File: config.mk
export PLATFORM = sky130hd
export DESIGN_NAME = aes_key_expand
export DESIGN_NICKNAME = d
export VERILOG_FILES = /design/src/rtl/aes_key_expand.sv
export SDC_FILE = /design/constraint.sdc
export NUM_CORES = 1
export LEC_CHECK = 0
export ABC_AREA = 0
export BUFFER_PORTS_ARGS = -buffer_cell sky130_fd_sc_hd__clkbuf_2
export CAP_MARGIN = 25
export CELL_PAD_IN_SITES_DETAIL_PLACEMENT = 1
export CELL_PAD_IN_SITES_GLOBAL_PLACEMENT = 2
export CORE_ASPECT_RATIO = 1.75
export CORE_MARGIN = 4
export CORE_UTILIZATION = 33
export CTS_BUF_LIST = sky130_fd_sc_hd__clkbuf_4 sky130_fd_sc_hd__clkbuf_8
export DETAILED_ROUTE_END_ITERATION = 8
export GPL_ROUTABILITY_DRIVEN = 1
export PLACE_DENSITY_LB_ADDON = 0.1
export SETUP_SLACK_MARGIN = 0.2
export SYNTH_ARGS = -nofsm -noshare
export SYNTH_HDL_FRONTEND = slang
export SYNTH_SLANG_ARGS = --single-unit
File: constraint.sdc
create_clock -name clk -period 5.01 [get_ports clk]
set_clock_uncertainty 0.15 [all_clocks]
set_input_delay 1.002 -clock clk [delete_from_list [all_inputs] [get_ports clk]]
set_output_delay 1.002 -clock clk [all_outputs]
set_load 0.01 [all_outputs]
File: src/rtl/aes_key_expand.sv
`default_nettype none
// +--------------------------------------------------------------------------+
// | aes_key_expand : AES-128 key schedule, streams round keys 0..10 (ready/   |
// | valid). Optional KEY_EXP_STORE_EN adds an 11-entry round-key store.       |
// | Revision: 1.0                                                             |
// +--------------------------------------------------------------------------+

module aes_sbox (
   input  logic [7:0] a,
   output logic [7:0] y
);
   // Entry 0 sits in the most significant byte.
   localparam logic [2047:0] c_sbox = {
      128'h637c777bf26b6fc53001672bfed7ab76,
      128'hca82c97dfa5947f0add4a2af9ca472c0,
      128'hb7fd9326363ff7cc34a5e5f171d83115,
      128'h04c723c31896059a071280e2eb27b275,
      128'h09832c1a1b6e5aa0523bd6b329e32f84,
      128'h53d100ed20fcb15b6acbbe394a4c58cf,
      128'hd0efaafb434d338545f9027f503c9fa8,
      128'h51a3408f929d38f5bcb6da2110fff3d2,
      128'hcd0c13ec5f974417c4a77e3d645d1973,
      128'h60814fdc222a908846eeb814de5e0bdb,
      128'he0323a0a4906245cc2d3ac629195e479,
      128'he7c8376d8dd54ea96c56f4ea657aae08,
      128'hba78252e1ca6b4c6e8dd741f4bbd8b8a,
      128'h703eb5664803f60e613557b986c11d9e,
      128'he1f8981169d98e949b1e87e9ce5528df,
      128'h8ca1890dbfe6426841992d0fb054bb16
   };

   assign y = c_sbox[{~a, 3'b000} +: 8];
endmodule

module aes_key_expand #(
   parameter int NR    = 10,
   parameter int IDX_W = 4
) (
   input  logic              clk,
   input  logic              rst,
   input  logic              key_valid,
   output logic              key_ready,
   input  logic [127:0]      key_in,
   output logic              rk_valid,
   input  logic              rk_ready,
   output logic [IDX_W-1:0]  rk_index,
   output logic [127:0]      rk_data,
   output logic              busy,
   output logic              done,
   input  logic [IDX_W-1:0]  rk_rd_idx,
   output logic [127:0]      rk_rd_data
);
   localparam logic [IDX_W-1:0] c_last = IDX_W'(NR);
   localparam logic [IDX_W-1:0] c_one  = IDX_W'(1);

   typedef enum logic [0:0] {
      IDLE = 1'b0,
      EMIT = 1'b1
   } state_t;

   state_t             r_state;
   logic [127:0]       r_w;
   logic [IDX_W-1:0]   r_idx;
   logic               r_key_ready;
   logic               r_rk_valid;
   logic               r_busy;
   logic               r_done;

   logic               w_hs;
   logic [7:0]         w_rcon;
   logic [31:0]        w_rot;
   logic [31:0]        w_sub;
   logic [31:0]        w_t;
   logic [127:0]       w_next;

   assign w_hs = r_rk_valid & rk_ready;

   always_comb begin
      w_rcon = 8'h00;
      case (r_idx)
         4'd0:    w_rcon = 8'h01;
         4'd1:    w_rcon = 8'h02;
         4'd2:    w_rcon = 8'h04;
         4'd3:    w_rcon = 8'h08;
         4'd4:    w_rcon = 8'h10;
         4'd5:    w_rcon = 8'h20;
         4'd6:    w_rcon = 8'h40;
         4'd7:    w_rcon = 8'h80;
         4'd8:    w_rcon = 8'h1b;
         4'd9:    w_rcon = 8'h36;
         default: w_rcon = 8'h00;
      endcase
   end

   assign w_rot = {r_w[23:0], r_w[31:24]};

   generate
      for (genvar gi = 0; gi < 4; gi++) begin : g_sbox
         aes_sbox u_sbox (
            .a (w_rot[8*gi +: 8]),
            .y (w_sub[8*gi +: 8])
         );
      end
   endgenerate

   assign w_t = w_sub ^ {w_rcon, 24'h0};

   // Each output word chains off the previous new word.
   always_comb begin
      w_next[127:96] = r_w[127:96] ^ w_t;
      w_next[95:64]  = r_w[95:64]  ^ w_next[127:96];
      w_next[63:32]  = r_w[63:32]  ^ w_next[95:64];
      w_next[31:0]   = r_w[31:0]   ^ w_next[63:32];
   end

   always_ff @(posedge clk) begin
      if (rst) begin
         r_state     <= IDLE;
         r_w         <= '0;
         r_idx       <= '0;
         r_key_ready <= 1'b1;
         r_rk_valid  <= 1'b0;
         r_busy      <= 1'b0;
         r_done      <= 1'b0;
      end else begin
         r_done <= 1'b0;
         case (r_state)
            IDLE: begin
               if (key_valid && r_key_ready) begin
                  r_w         <= key_in;
                  r_idx       <= '0;
                  r_state     <= EMIT;
                  r_key_ready <= 1'b0;
                  r_rk_valid  <= 1'b1;
                  r_busy      <= 1'b1;
               end
            end
            EMIT: begin
               if (w_hs) begin
                  if (r_idx == c_last) begin
                     r_state     <= IDLE;
                     r_key_ready <= 1'b1;
                     r_rk_valid  <= 1'b0;
                     r_busy      <= 1'b0;
                     r_done      <= 1'b1;
                  end else begin
                     r_w   <= w_next;
                     r_idx <= r_idx + c_one;
                  end
               end
            end
            default: r_state <= IDLE;
         endcase
      end
   end

   assign key_ready = r_key_ready;
   assign rk_valid  = r_rk_valid;
   assign rk_index  = r_idx;
   assign rk_data   = r_w;
   assign busy      = r_busy;
   assign done      = r_done;

`ifdef KEY_EXP_STORE_EN
   logic [127:0] r_store [0:NR];

   always_ff @(posedge clk) begin
      if (rst) begin
         for (int i = 0; i <= NR; i++) begin
            r_store[i] <= '0;
         end
      end else if (w_hs && (r_state == EMIT)) begin
         r_store[r_idx] <= r_w;
      end
   end

   assign rk_rd_data = (rk_rd_idx <= c_last) ? r_store[rk_rd_idx] : 128'h0;
`else
   logic w_unused_rd_idx;
   assign w_unused_rd_idx = ^rk_rd_idx;
   assign rk_rd_data      = 128'h0;
`endif

endmodule
`default_nettype wire

== Word level (Yosys, flattened, before mapping) ==
Memories as Yosys holds them, arrays and structs flattened. A register that Yosys moved wholly into a read port is not among the register bits.
Index checks and enable logic that the tools add are counted.

* Bits in registers: 136
* Logic and storage cells: 56
* Memories kept: 1
* Output and inout bits: 264
* Bits in read-only memories: 128

{| class="wikitable"
|+ Memories
! memory !! depth !! width !! read ports !! clocked after Yosys merged registers in !! write ports !! RTL line !! RTL
|-
| (name not given) || 16 || 8 || 1 || 1 || 0 || 80 || <nowiki>case (r_idx)</nowiki>
|}

* Bitwise logic cells: 12
* Mux-type cells: 23
* Equality and inequality tests: 5
* Reduce and logical (&&, ||, !) cells: 4
* Shifts and indexed selects: 4
* Add/sub/neg operators: 1

{| class="wikitable"
|+ Operators with widths
! cell !! number
|-
| indexed part select 2048 x 12 -> 8 bit, first input constant || 4
|-
| two-way mux 128 bit || 3
|-
| case mux 128 bit (2 select lines) || 1
|-
| bitwise XOR 32 bit || 5
|-
| inverter 8 bit || 4
|-
| two-way mux 4 bit || 5
|-
| two-way mux 1 bit || 10
|-
| case mux 4 bit (2 select lines) || 1
|-
| case mux 1 bit (2 select lines) || 3
|-
| AND reduction 3 bit || 2
|-
| adder 4 x 1 -> 4 bit, second input constant || 1
|-
| equality test 4 bit, second input constant || 1
|-
| != test 2 x 1 -> 1 bit, second input constant || 2
|-
| != test 2 bit, second input constant || 2
|-
| OR reduction 3 bit || 1
|-
| inverter 1 bit || 2
|-
| bitwise AND 1 bit || 1
|-
| logical AND 1 bit || 1
|}

== Depth between registers and ports, before layout ==
* Depth after elaboration: 10
* Depth in mapped cells: 15
* Depth with buffers taken out: 11

== Modules after synthesis ==
A second synthesis with hierarchy kept.

* Cell total of the unflattened synthesis: 3255
* Area total of the unflattened synthesis: 23097.2 um2

{| class="wikitable"
|+ By module, submodules not included
! module !! area each (um2) !! cells each !! times used !! seq. area each (um2)
|-
| aes_sbox || 3533.4 || 550 || 4 || 0.0
|-
| aes_key_expand || 8963.6 || 1055 || 1 || 2882.8
|}

== Worst setup path after synthesis ==
OpenSTA, ideal clock, no wires.

* Path kind: reg2reg
* Start point: register r_w[25], in the netlist rk_data[25]
* End point: register r_w[3], in the netlist rk_data[3]
* Stages on the path, launching flop included: 15
* Period minus slack after synthesis: 3.889 ns
* Setup slack: 1.121 ns
* Data arrival time: 3.669 ns
* Setup time: 0.070 ns
* Cell sequence: dfxtp_1 > buf_2 > buf_2 > inv_1 > ha_1 > clkbuf_1 > o21ai_0 > o311a_1 > a2111oi_0 > a31oi_1 > mux4_2 > xnor2_2 > xnor2_1 > mux2_1 > a21oi_1

* Longest elaborated chain between the ends: 10

{| class="wikitable"
|+ RTL lines
! element !! RTL line !! RTL
|-
| start: declaration || 62 || <nowiki>logic [127:0] r_w;</nowiki>
|-
| start signal: assignment || 130 || <nowiki>r_w <= key_in;</nowiki>
|-
| start signal: assignment || 147 || <nowiki>r_w <= w_next;</nowiki>
|-
| inverter 8 bit || 32 || <nowiki>assign y = c_sbox[{~a, 3'b000} +: 8];</nowiki>
|-
| indexed part select 2048 x 12 -> 8 bit || 32 ||
|-
| bitwise XOR 32 bit || 106 || <nowiki>assign w_t = w_sub ^ {w_rcon, 24'h0};</nowiki>
|-
| bitwise XOR 32 bit || 110 || <nowiki>w_next[127:96] = r_w[127:96] ^ w_t;</nowiki>
|-
| bitwise XOR 32 bit || 111 || <nowiki>w_next[95:64] = r_w[95:64] ^ w_next[127:96];</nowiki>
|-
| bitwise XOR 32 bit || 112 || <nowiki>w_next[63:32] = r_w[63:32] ^ w_next[95:64];</nowiki>
|-
| bitwise XOR 32 bit || 113 || <nowiki>w_next[31:0] = r_w[31:0] ^ w_next[63:32];</nowiki>
|-
| two-way mux 128 bit || 140 || <nowiki>if (r_idx == c_last) begin</nowiki>
|-
| two-way mux 128 bit || 139 || <nowiki>if (w_hs) begin</nowiki>
|-
| case mux 128 bit (2 select lines) || 127 || <nowiki>case (r_state)</nowiki>
|}

Every way passes these cells. The select of a mux whose other input is x is not followed.
A chain may end at the register's enable or synchronous reset.

== Worst setup path after layout ==
* Start point: register r_w[0], in the netlist rk_data[0]
* End point: register r_w[11], in the netlist rk_data[11]

Same word-level chain as after synthesis.

==> summary.md <==
| Metric | Value |
|---|---|
| Outcome | completed |
| FP Rows | 130 |
| H-tree depth | 4 |
| Final WL | between 100000 and 150000 microns |
| Critical path class | register to register |
| Synth Area in Compound Gates | 0.337 |
| Setup TNS | 0 ns |
| CP required | 5.34 ns |
| Post-synth cell types | 101 |
| Pwr/cell area | approximately 400 nW/um^2 |
| Final period utilization | 0.914 |
| Syn Area/Cell | 7.05 sq um |
| Ranking of synthesized cells by area | dfxtp_1, buf_4, a21oi_1, o21ai_0, mux4_2 |
| DR WL/cell | around 31 microns |
| Synth-to-layout area growth | 9.21% |
| Initial core utilization | 0.333 |
| Slowest CP cell | ha_1 |
| Hold path depth | 2 |
| Hold Path Class | register to register |
| Max Fclk | ~220 MHz |
| Worst VDD drop | ~0.19 mV |
| Number of synthesized flops with an enable pin | 0 |
| Final-report max-slew violation count | 0 |
| Chip Height | around 360 microns |
| Synthesis Warnings | 0 |
| #FFs+latches synth | roughly 140 |
| CTS tree | built |
| Layout cells sized above 1 | 0.184 |
| Multiplexer share of the synthesized area | 0.0846 |
| Post-layout total power | ~10000 uW |
| DRC | 0 |
| Xor/xnor share of the synthesized area | 0.0521 |
| Crit path largest cell delay | between 0.8 and 0.9 ns |
| Largest family of logic cells by synthesized area | compound AO/OA/AOI/OAI gates |
| Critical-path cell list | inv_1 -> buf_4 -> ha_1 -> nor2b_1 -> nor3_1 -> a311oi_1 -> o21ai_0 -> a31oi_1 -> o311a_1 -> xnor3_1 -> o31a_1 -> o32ai_1 |
| Slew headroom | 0.355 |
| Largest net degree at the start of global routing | roughly 140 |
| Max Buffers Root-to-Sink | 2 |
| Post-route insts no fill | about 4.4k |
| Final core utilization | 0.364 |
| Top FF cell, synth | dfxtp_1 |
| Seq/Total Area, Yosys | 0.120 |
| IO Port Bufs | between 200 and 300 |
| Initial antenna violation count | 12 |
| Syn Std Cell Area | around 24000 sq um |
| Post-CTS setup buffers | 0 |
| Cell taking the most area after synthesis | dfxtp_1 |
| Asr flop ratio synth | 0 |
| DR iter-0 viols | 2978 |
| FF-to-FF path depth | 12 |
| CP arrival | just under 5 ns |
| Crit Path Max Fanout | 18 |
| Final nets | 3671 |
| Placed Area | ~26000 sq um |
| Share of the synthesized area in the top cell type | 0.120 |
| Post-synthesis adder-cell area fraction | 0.0324 |
| Gr usage total | 0.336 |
| Sink Count | ~140 |
| RSZ-0062 raised after global routing | no |
| Post-route ant nets | 0 |
| Max cap viols | 0 |
| Design area | 26200 sq um |
| I/O Pins | 400 |
| Core area | roughly 70000 sq um |
| Pleak | approximately 0.01 uW |
| Die width | ~210 microns |
| Gr ovfl total | 0 |
| First-pass GRT wire length | roughly 200000 microns |
| Crit start category | register |
| Die area | slightly below 80000 sq um |
| Placer Congestion | approximately 1.0 |
| Actual slew at the worst max-slew pin | roughly 0.96 ns |
| Hold Violations, Final | 0 |
| Setup violators final | 0 |
| Hold Buf Count CTS | 0 |
| Clk_lat worst skew | 0.57 ns |
| Crit. End Element | register |
| Total CTS buffers | 17 |
| Fillers | 9146 |
| Vias in the first global route | approximately 29k |
| Root Driver | clkbuf_8 |
| Via count | 29.0k |
| Cells after synthesis | ~3.4k |
| Pre-antenna DRT Iters | 7 |
| Post-Synth Simple-Gate Area | 0.248 |
| CTS clk-pin slew, worst paths | between 0.1 and 0.15 ns |
| Minimum clock period | ~4.6 ns |
| DP HPWL | approximately 100000 microns |
| Vias per cell | between 6 and 7 |
| # placed instances | about 4.4k |
==> what timing repair did <==
action | CTS | global route
endpoints found under the setup margin | 0 | 4
endpoints found under the hold margin | 0 | 0
resized for setup | 0 | 4
==> worst paths after layout <==
kind / from / to / slack, ns
worst min-delay path: rk_data[44] / rk_data[44] / 0.35
worst min register to register: rk_data[44] / rk_data[44] / 0.35
worst max-delay path: rk_data[0] / rk_data[11] / 0.43
worst max register to register: rk_data[0] / rk_data[11] / 0.43
==> state kept, by name (all words and copies together), names as in the netlist <==
register   count
busy           1
done           1
key_ready      1
r_state        1
rk_data      128
rk_index       4
w_rcon         8
==> final cells by class <==
type	instances	area (sq um)	share of cell area
diodes	8	20.0	0.000765
clock buffers	19	249	0.00951
clock inverters	13	130	0.00497
inverters	60	230	0.00880
multi-input cells	2802	18600	0.711
flip-flops and latches	144	2920	0.112
well taps	924	1160	0.0442
repair buffers	448	2840	0.109
==> logic make-up after synthesis <==
logic type,count (synthesis)
buf+inv,579
flops,144
xor+xnor,124
simple gates,1184
other cells,1
fa+ha+maj,62
compound gates,1167
mux,137
==> Yosys cell counts (all sizes together), types with 24 or more instances <==
library cell and number:
a211oi 58, a21o 32, a21oi 233, a221oi 28, a311oi 48, a31oi 88
and2 33, buf 313, clkbuf 206, dfxtp 144, ha 62, inv 54
mux2i 71, mux4 51, nand2 293, nand2b 98, nand3 93, nand4 29
nor2 238, nor2b 94, nor3 120, nor4 24, o211ai 44, o21ai 234
o22ai 26, o311ai 43, o31ai 38, or2 29, or3 34, xnor2 77
xor2 38
==> power by group <==
group | internal, uW | switching, uW
sequential | 1290 | 385
combinational | 2800 | 4900
clock | 412 | 652
==> routing by layer <==
layer	vias up	global-route usage	share of wire
li1	12600	-	-
met4	0	0.213	0.076
met2	1588	0.591	0.50
met1	14400	0.385	0.37
met3	411	0.0362	0.059
met5	-	0	0
==> cells in the final DEF (no fill, tap or decap), types with 39 or more instances in the layout <==
cell type,Yosys,layout
dfxtp_1,144,130
xnor2_1,73,72
a311oi_1,48,48
clkbuf_2,1,266
a211oi_1,58,58
o311ai_0,40,39
inv_1,52,51
nand3_1,93,93
o211ai_1,43,43
nand2b_1,98,97
nor3_1,120,120
a21oi_1,231,231
o21ai_0,231,231
nand2_1,293,292
buf_4,159,171
mux4_2,51,51
ha_1,62,61
nor2_1,237,233
conb_1,1,128
a31oi_1,87,87
mux2i_1,71,70
nor2b_1,94,93
==> worst max-delay path, delay by kind of cell (launching register included) <==
family	cells	cell delay [ns]
compound gates	6	1.95
xor+xnor	1	0.43
fa+ha+maj	1	0.85
buf+inv	2	0.25
flops	1	0.38
simple gates	2	0.46
==> metrics by stage <==
stage               hold WS [ns]  setup slack (ns)
floorplan                  0.350              1.12
global placement           0.328             0.406
detailed placement         0.338             0.380
CTS                        0.352             0.320
global route               0.379             0.234
finish                     0.349             0.433
Note: power is estimated with default switching activity, not from simulation.
